===== src/rtl/ingame_text_composer_pkg.sv =====
// rtl/ingame_text_composer_pkg.sv - shared states, column map and ASCII constants
// for the in-game status line composer.
package text_pkg;

  typedef logic [1:0] state_t;

  localparam state_t ST_IDLE = 2'd0;
  localparam state_t ST_CONV = 2'd1;
  localparam state_t ST_EMIT = 2'd2;
  localparam state_t ST_DONE = 2'd3;

  localparam logic [3:0] SCORE_TXT_FIRST = 4'd0;
  localparam logic [3:0] DIGIT_FIRST     = 4'd6;
  localparam logic [3:0] SPACE_COL       = 4'd9;
  localparam logic [3:0] TEAM_TXT_FIRST  = 4'd10;
  localparam logic [3:0] TEAM_DIGIT_COL  = 4'd15;
  localparam logic [3:0] ROM_TEAM_OFFSET = 4'd4;

  localparam logic [6:0] ASCII_ZERO    = 7'h30;
  localparam logic [6:0] ASCII_SPACE   = 7'h20;
  localparam logic [6:0] ASCII_UNKNOWN = 7'h3F;

  function automatic logic [6:0] digit_char(input logic [3:0] d);
    return ASCII_ZERO + {3'b000, d};
  endfunction

endpackage


===== src/rtl/ingame_text_composer_bin2dec_seq.sv =====
// rtl/ingame_text_composer_bin2dec_seq.sv - repeated-subtraction binary to
// three-digit decimal converter, one subtraction per cycle after load.
module bin2dec_seq #(
  parameter int W = 10
) (
  input  logic         clk_i,
  input  logic         rst_ni,
  input  logic         load_i,
  input  logic [W-1:0] bin_i,
  output logic         ready_o,
  output logic [3:0]   hund_o,
  output logic [3:0]   tens_o,
  output logic [3:0]   units_o
);

  localparam logic [W-1:0] C100 = W'(100);
  localparam logic [W-1:0] C10  = W'(10);

  logic [W-1:0] rem_q, rem_d;
  logic         run_q, run_d;
  logic [3:0]   hund_q, hund_d, tens_q, tens_d, units_q, units_d;

  // ready_o flags the final step: units are captured on this same edge.
  assign ready_o = run_q && (rem_q < C10);
  assign hund_o  = hund_q;
  assign tens_o  = tens_q;
  assign units_o = units_q;

  always_comb begin
    rem_d   = rem_q;
    run_d   = run_q;
    hund_d  = hund_q;
    tens_d  = tens_q;
    units_d = units_q;
    if (load_i) begin
      rem_d   = bin_i;
      run_d   = 1'b1;
      hund_d  = 4'd0;
      tens_d  = 4'd0;
      units_d = 4'd0;
    end else if (run_q) begin
      if (rem_q >= C100) begin
        rem_d  = rem_q - C100;
        hund_d = hund_q + 4'd1;
      end else if (rem_q >= C10) begin
        rem_d  = rem_q - C10;
        tens_d = tens_q + 4'd1;
      end else begin
        units_d = rem_q[3:0];
        run_d   = 1'b0;
      end
    end
  end

  always_ff @(posedge clk_i or negedge rst_ni) begin
    if (!rst_ni) begin
      rem_q   <= '0;
      run_q   <= 1'b0;
      hund_q  <= 4'd0;
      tens_q  <= 4'd0;
      units_q <= 4'd0;
    end else begin
      rem_q   <= rem_d;
      run_q   <= run_d;
      hund_q  <= hund_d;
      tens_q  <= tens_d;
      units_q <= units_d;
    end
  end

endmodule


===== src/rtl/ingame_text_composer.sv =====
// rtl/ingame_text_composer.sv - composes "score:NNN team:T" into a line buffer,
// one character per cycle. Define LEADING_ZERO_BLANK_EN to blank leading score zeros.
module ingame_text_composer
  import text_pkg::*;
#(
  parameter int COLS      = 16,
  parameter int SCORE_W   = 10,
  parameter int SCORE_MAX = 999
) (
  input  logic               Clk,
  input  logic               Reset_n,
  input  logic               start,
  input  logic [SCORE_W-1:0] score,
  input  logic [3:0]         team,
  output logic               busy,
  output logic               done,
  output logic [3:0]         rom_addr,
  input  logic [6:0]         rom_data,
  output logic               wr_en,
  output logic [3:0]         wr_addr,
  output logic [6:0]         wr_data
);

  localparam logic [SCORE_W-1:0] SAT = SCORE_W'(SCORE_MAX);
  localparam logic [3:0]         LAST_COL = 4'(COLS - 1);

  state_t       state_q, state_d;
  logic [3:0]   col_q, col_d;
  logic [6:0]   team_chr_q, team_chr_d;
  logic         conv_load, conv_ready;
  logic [3:0]   hund, tens, units;
  logic [SCORE_W-1:0] score_sat;

  assign score_sat = (score > SAT) ? SAT : score;
  assign conv_load = (state_q == ST_IDLE) && start;

  bin2dec_seq #(.W(SCORE_W)) u_bin2dec (
    .clk_i   (Clk),
    .rst_ni  (Reset_n),
    .load_i  (conv_load),
    .bin_i   (score_sat),
    .ready_o (conv_ready),
    .hund_o  (hund),
    .tens_o  (tens),
    .units_o (units)
  );

  always_comb begin
    state_d    = state_q;
    col_d      = col_q;
    team_chr_d = team_chr_q;
    case (state_q)
      ST_IDLE: begin
        if (start) begin
          team_chr_d = (team > 4'd9) ? ASCII_UNKNOWN : digit_char(team);
          state_d    = ST_CONV;
        end
      end
      ST_CONV: begin
        if (conv_ready) begin
          col_d   = 4'd0;
          state_d = ST_EMIT;
        end
      end
      ST_EMIT: begin
        col_d = col_q + 4'd1;
        if (col_q == LAST_COL) state_d = ST_DONE;
      end
      ST_DONE: state_d = ST_IDLE;
      default: state_d = ST_IDLE;
    endcase
  end

  always_ff @(posedge Clk or negedge Reset_n) begin
    if (!Reset_n) begin
      state_q    <= ST_IDLE;
      col_q      <= 4'd0;
      team_chr_q <= 7'd0;
    end else begin
      state_q    <= state_d;
      col_q      <= col_d;
      team_chr_q <= team_chr_d;
    end
  end

  assign busy = (state_q != ST_IDLE);
  assign done = (state_q == ST_DONE);

  // Column map: ROM text, three digits, space, ROM text, team character.
  always_comb begin
    wr_en    = 1'b0;
    wr_addr  = 4'd0;
    wr_data  = 7'd0;
    rom_addr = 4'd0;
    if (state_q == ST_EMIT) begin
      wr_en   = 1'b1;
      wr_addr = col_q;
      if (col_q < DIGIT_FIRST) begin
        rom_addr = col_q - SCORE_TXT_FIRST;
        wr_data  = rom_data;
      end else if (col_q == DIGIT_FIRST) begin
`ifdef LEADING_ZERO_BLANK_EN
        wr_data = (hund == 4'd0) ? ASCII_SPACE : digit_char(hund);
`else
        wr_data = digit_char(hund);
`endif
      end else if (col_q == DIGIT_FIRST + 4'd1) begin
`ifdef LEADING_ZERO_BLANK_EN
        wr_data = (hund == 4'd0 && tens == 4'd0) ? ASCII_SPACE : digit_char(tens);
`else
        wr_data = digit_char(tens);
`endif
      end else if (col_q == DIGIT_FIRST + 4'd2) begin
        wr_data = digit_char(units);
      end else if (col_q == SPACE_COL) begin
        wr_data = ASCII_SPACE;
      end else if (col_q >= TEAM_TXT_FIRST && col_q < TEAM_DIGIT_COL) begin
        rom_addr = col_q - ROM_TEAM_OFFSET;
        wr_data  = rom_data;
      end else begin
        wr_data = team_chr_q;
      end
    end
  end

endmodule


===== config.mk =====
export PLATFORM = sky130hd
export DESIGN_NAME = ingame_text_composer
export DESIGN_NICKNAME = d
export VERILOG_FILES = /design/src/rtl/ingame_text_composer_pkg.sv /design/src/rtl/ingame_text_composer_bin2dec_seq.sv /design/src/rtl/ingame_text_composer.sv
export SDC_FILE = /design/constraint.sdc
export NUM_CORES = 1
export LEC_CHECK = 0
export CORE_ASPECT_RATIO = 1.25
export CORE_UTILIZATION = 54
export DETAILED_ROUTE_END_ITERATION = 16
export GPL_TIMING_DRIVEN = 0
export PLACE_DENSITY = 0.83
export REMOVE_ABC_BUFFERS = 1
export SLEW_MARGIN = 20
export SYNTH_ARGS = -nofsm -noshare
export SYNTH_HDL_FRONTEND = slang
export SYNTH_SLANG_ARGS = --single-unit
export TNS_END_PERCENT = 100

===== constraint.sdc =====
create_clock -name Clk -period 2.8 [get_ports Clk]
set_clock_uncertainty 0.2 [all_clocks]
set_input_delay 0.42 -clock Clk [delete_from_list [all_inputs] [get_ports Clk]]
set_output_delay 0.42 -clock Clk [all_outputs]
set_load 0.005 [all_outputs]

==> results of run 1 <==
[flip-flops by register name, summed over array words and instances, names as in the netlist]
name               flops
col_q                  4
state_q                2
team_chr_q             5
u_bin2dec.hund_o       4
u_bin2dec.rem_q       10
u_bin2dec.run_q        1
u_bin2dec.tens_o       4
u_bin2dec.units_o      4
[final cells by class]
type,count,area share (%)
inverter,12,1.43
tap,58,2.18
clock buffer,7,2.59
sequential,34,25.7
timing repair buffer,66,17.4
clock inverter,1,0.150
multi-input combinational,232,50.6
[how the worst max path moves through the flow]
stage / from / end / slack, ns / cells after the start
2_1_floorplan: col_q[2] / wr_data[1] / 0.33 / 7
3_3_place_gp: col_q[2] / wr_data[3] / -0.33 / 8
3_5_place_dp: col_q[2] / wr_data[3] / -0.42 / 8
4_1_cts: col_q[2] / wr_data[2] / -0.18 / 8
5_1_grt: col_q[2] / wr_data[3] / -0.18 / 7
6_report: col_q[3] / wr_data[3] / -0.11 / 6
[metal layers]
metal	track usage, %	up-vias	wire, µm	part of all wire, %
li1	-	1173	-	-
met1	32.4	1238	2790	39
met2	54.3	136	3740	52
met3	4.71	28	383	5.3
met4	12.6	0	281	3.9
met5	0	-	0	0
[worst register-to-register path, cell delays in order (launching register included)]
cell	delay, ns
dfrtp_1	0.47
inv_1	0.14
ha_1	0.16
nor4b_4	0.28
a31oi_1	0.24
and2_2	0.33
o21ai_2	0.16
mux2_1	0.33
a221o_1	0.26
[per-stage QoR]
stage / instance area [µm²] / utilization (%)
5_1_grt: 3330 / 75.3
3_3_place_gp: 2900 / 65.5
2_1_floorplan: 2420 / -
6_report: 3330 / 75.3
4_1_cts: 3210 / 72.5
3_5_place_dp: 2920 / 65.9
[power groups by stage]
stage,clock [mW],sequential [mW],combinational (mW)
2_1_floorplan,0,0.921,1.16
3_3_place_gp,0,0.988,1.56
3_5_place_dp,0,1.00,1.62
4_1_cts,0.386,0.995,1.78
5_1_grt,0.410,1.04,2.17
6_report,0.382,1.02,1.96
[cell usage in the layout (no fill, tap or decap), types with 3 or more instances in the layout]
master,synthesis,final
xor2_1,7,7
nor2_1,29,28
o22ai_1,3,3
o21ai_2,1,3
and3_1,4,3
inv_1,12,10
buf_4,0,21
ha_2,0,3
clkbuf_2,0,7
nand3_1,15,15
o211ai_1,5,5
clkdlybuf4s50_1,0,29
dfrtp_1,34,30
ha_4,0,3
or3_1,3,3
a31oi_1,10,10
a22o_1,3,3
nand4_1,7,7
clkbuf_8,0,6
mux2i_1,9,8
o21ai_0,23,18
ha_1,20,14
nor3_1,4,4
nand2_1,30,27
a21oi_1,13,11
a22oi_1,3,3
and2_1,9,7
nand2b_1,3,3
dfrtp_2,0,4
[timing repair]
| action | 4_1_cts | 5_1_grt |
|---|---|---|
| pin swaps | 5 | 12 |
| endpoints found under the hold margin | 34 | 0 |
| setup endpoints to repair | 12 | 17 |
| hold buffers | 1 | 0 |
| setup buffers | 13 | 11 |
| resized for setup | 41 | 36 |
[logic make-up (layout without fill, tap and decap cells)]
kind of cell / count (synthesis) / count (layout) / synth area share, %
XOR/XNOR: 9 / 9 / 3.17
AO/OA/AOI/OAI: 76 / 76 / 19.9
adder cells (fa/ha/maj): 20 / 20 / 10.1
AND/OR/NAND/NOR: 113 / 113 / 22.2
buffers and inverters: 26 / 86 / 4.58
multiplexers: 14 / 14 / 5.89
flip-flops: 34 / 34 / 34.2
==> impl_metrics.json, run 1 <==
{
  "cp_cell_sequence": "ha_2 > mux2_4 > mux2_2 > a221oi_2 > nor2_1 > dlygate4sd2_1",
  "synthFlopType": "dfrtp_1",
  "gr-total-overflow": 0,
  "p_total_mw": 3.36,
  "clock_latency_ns": 0.29,
  "leakage_nw": 1.47,
  "period_needed_ns": 2.91,
  "violations": "negative setup slack",
  "r2r_setup_slack_ns": 0.14,
  "crit_arrival_ns": 2.29,
  "maxSlewHeadroom_pct": 46.6,
  "critPathKind": "flip-flop to output pin",
  "nets": 395,
  "die_area_um2": 4880,
  "first_pass_iters": 5,
  "wl_per_cell_um": 17.6,
  "grt_pass1_vias": 2389,
  "syn-cell-area_um2": 2490,
  "grt_pass1_wl_um": 11200,
  "cts_max_path_buffers": 2,
  "first_iter_violations": 289,
  "rr_endpoint": "u_bin2dec.rem_q[6]",
  "status": "finished with violations",
  "p_clk_share_pct": 11.3,
  "num_rows": 27,
  "worst_slew_pin_slew_ns": 0.801,
  "synth-seq-area-share_pct": 34.2,
  "rsz0062_at_grt": "yes",
  "switchingPower_mw": 1.54,
  "share_comb_of_total_power_pct": 58.4,
  "worst_path_largest_cell_delay_ns": 0.48,
  "ys_seq_elements": 34,
  "synth_common_cells": "dfrtp_1, nand2_1, nor2_1",
  "drtAntennaViolNets": 0,
  "route.detailed.drc": 0,
  "postSynthCellCount": 292,
  "regArea_um2": 856,
  "cp_top_family": "multiplexers",
  "clkTransAtPathRegs_ns": 0.07,
  "p_seq_share_pct": 30.3,
  "cts_htree_levels": 2,
  "setup_tns_ns": -0.148,
  "crit_slowest_cell": "dfrtp_2",
  "powerDensity_nw_per_um2": 1010,
  "reg2reg_from": "u_bin2dec.rem_q[3]",
  "io_buffers": 41,
  "tritoncts": "built",
  "hold_path.class": "primary input to async pin",
  "synth_edf_count": 0,
  "syn_to_final_growth_pct": 34.1,
  "fmax_mhz": 344,
  "period_share_pct": 104,
  "drive_gt1_share_pct": 22.4,
  "path_buf_inv": 1,
  "swShare_pct": 45.7,
  "cp-end-kind": "output pin",
  "clk_root_buffer_cell": "clkbuf_8",
  "dp_cells": 378,
  "drt-total-wl_um": 7200,
  "setup_viol_count_final": 4,
  "netlist_top_cells_area": "dfrtp_1, ha_1, o21ai_0",
  "cp-start-kind": "flip-flop",
  "synth.distinct_cells": 49,
  "cp_max_fo": 6,
  "async_flop_share_pct": 100,
  "track_usage_pct": 29.2,
  "vdd_drop_max_mv": 0.584,
  "place.gp.congestion": 0.915,
  "hold_violations": 0,
  "clock_sinks": 34,
  "ff2ff_path_depth": 8,
  "synth_top_area_cell": "dfrtp_1",
  "max-cap-violations": 0,
  "core_um2": 4430,
  "vias": 2575,
  "ys_warn_count": 0,
  "crit_required_ns": 2.18,
  "drv_slew": 0,
  "num_io_pins": 42,
  "initial_core_util_pct": 56.2,
  "fp.dieH_um": 77.9,
  "multi_input_area_um2": 1690,
  "setup_slack_ns": -0.110,
  "n_fill_cell": 317,
  "antenna_cells": 0,
  "hpwl_um": 4340,
  "via_per_inst": 6.28,
  "p_int_mw": 1.82,
  "place_ws_ns": -0.416,
  "die_w_um": 62.7,
  "synth_top_area_share_pct": 34.2,
  "fin_hold_ws_ns": 0.258,
  "synthMostInstantiatedCell": "dfrtp_1",
  "fin_cells": 410,
  "cts_made_buffers": 5,
  "synth.avg_cell_area_um2": 8.51,
  "grt_max_degree": 33,
  "antenna_found_initial": 0
}
(Power assumes the default switching activity.)
==> run 2: changes to the inputs <==
--- a/config.mk
+++ b/config.mk
@@ -5,6 +5,7 @@
 export SDC_FILE = /design/constraint.sdc
 export NUM_CORES = 1
 export LEC_CHECK = 0
+export ABC_CLOCK_PERIOD_IN_PS = 2800
 export CORE_ASPECT_RATIO = 1.25
 export CORE_UTILIZATION = 54
 export DETAILED_ROUTE_END_ITERATION = 16
==> results of run 2 <==
Final layout, timing and power as in run 1 (identical DEF).
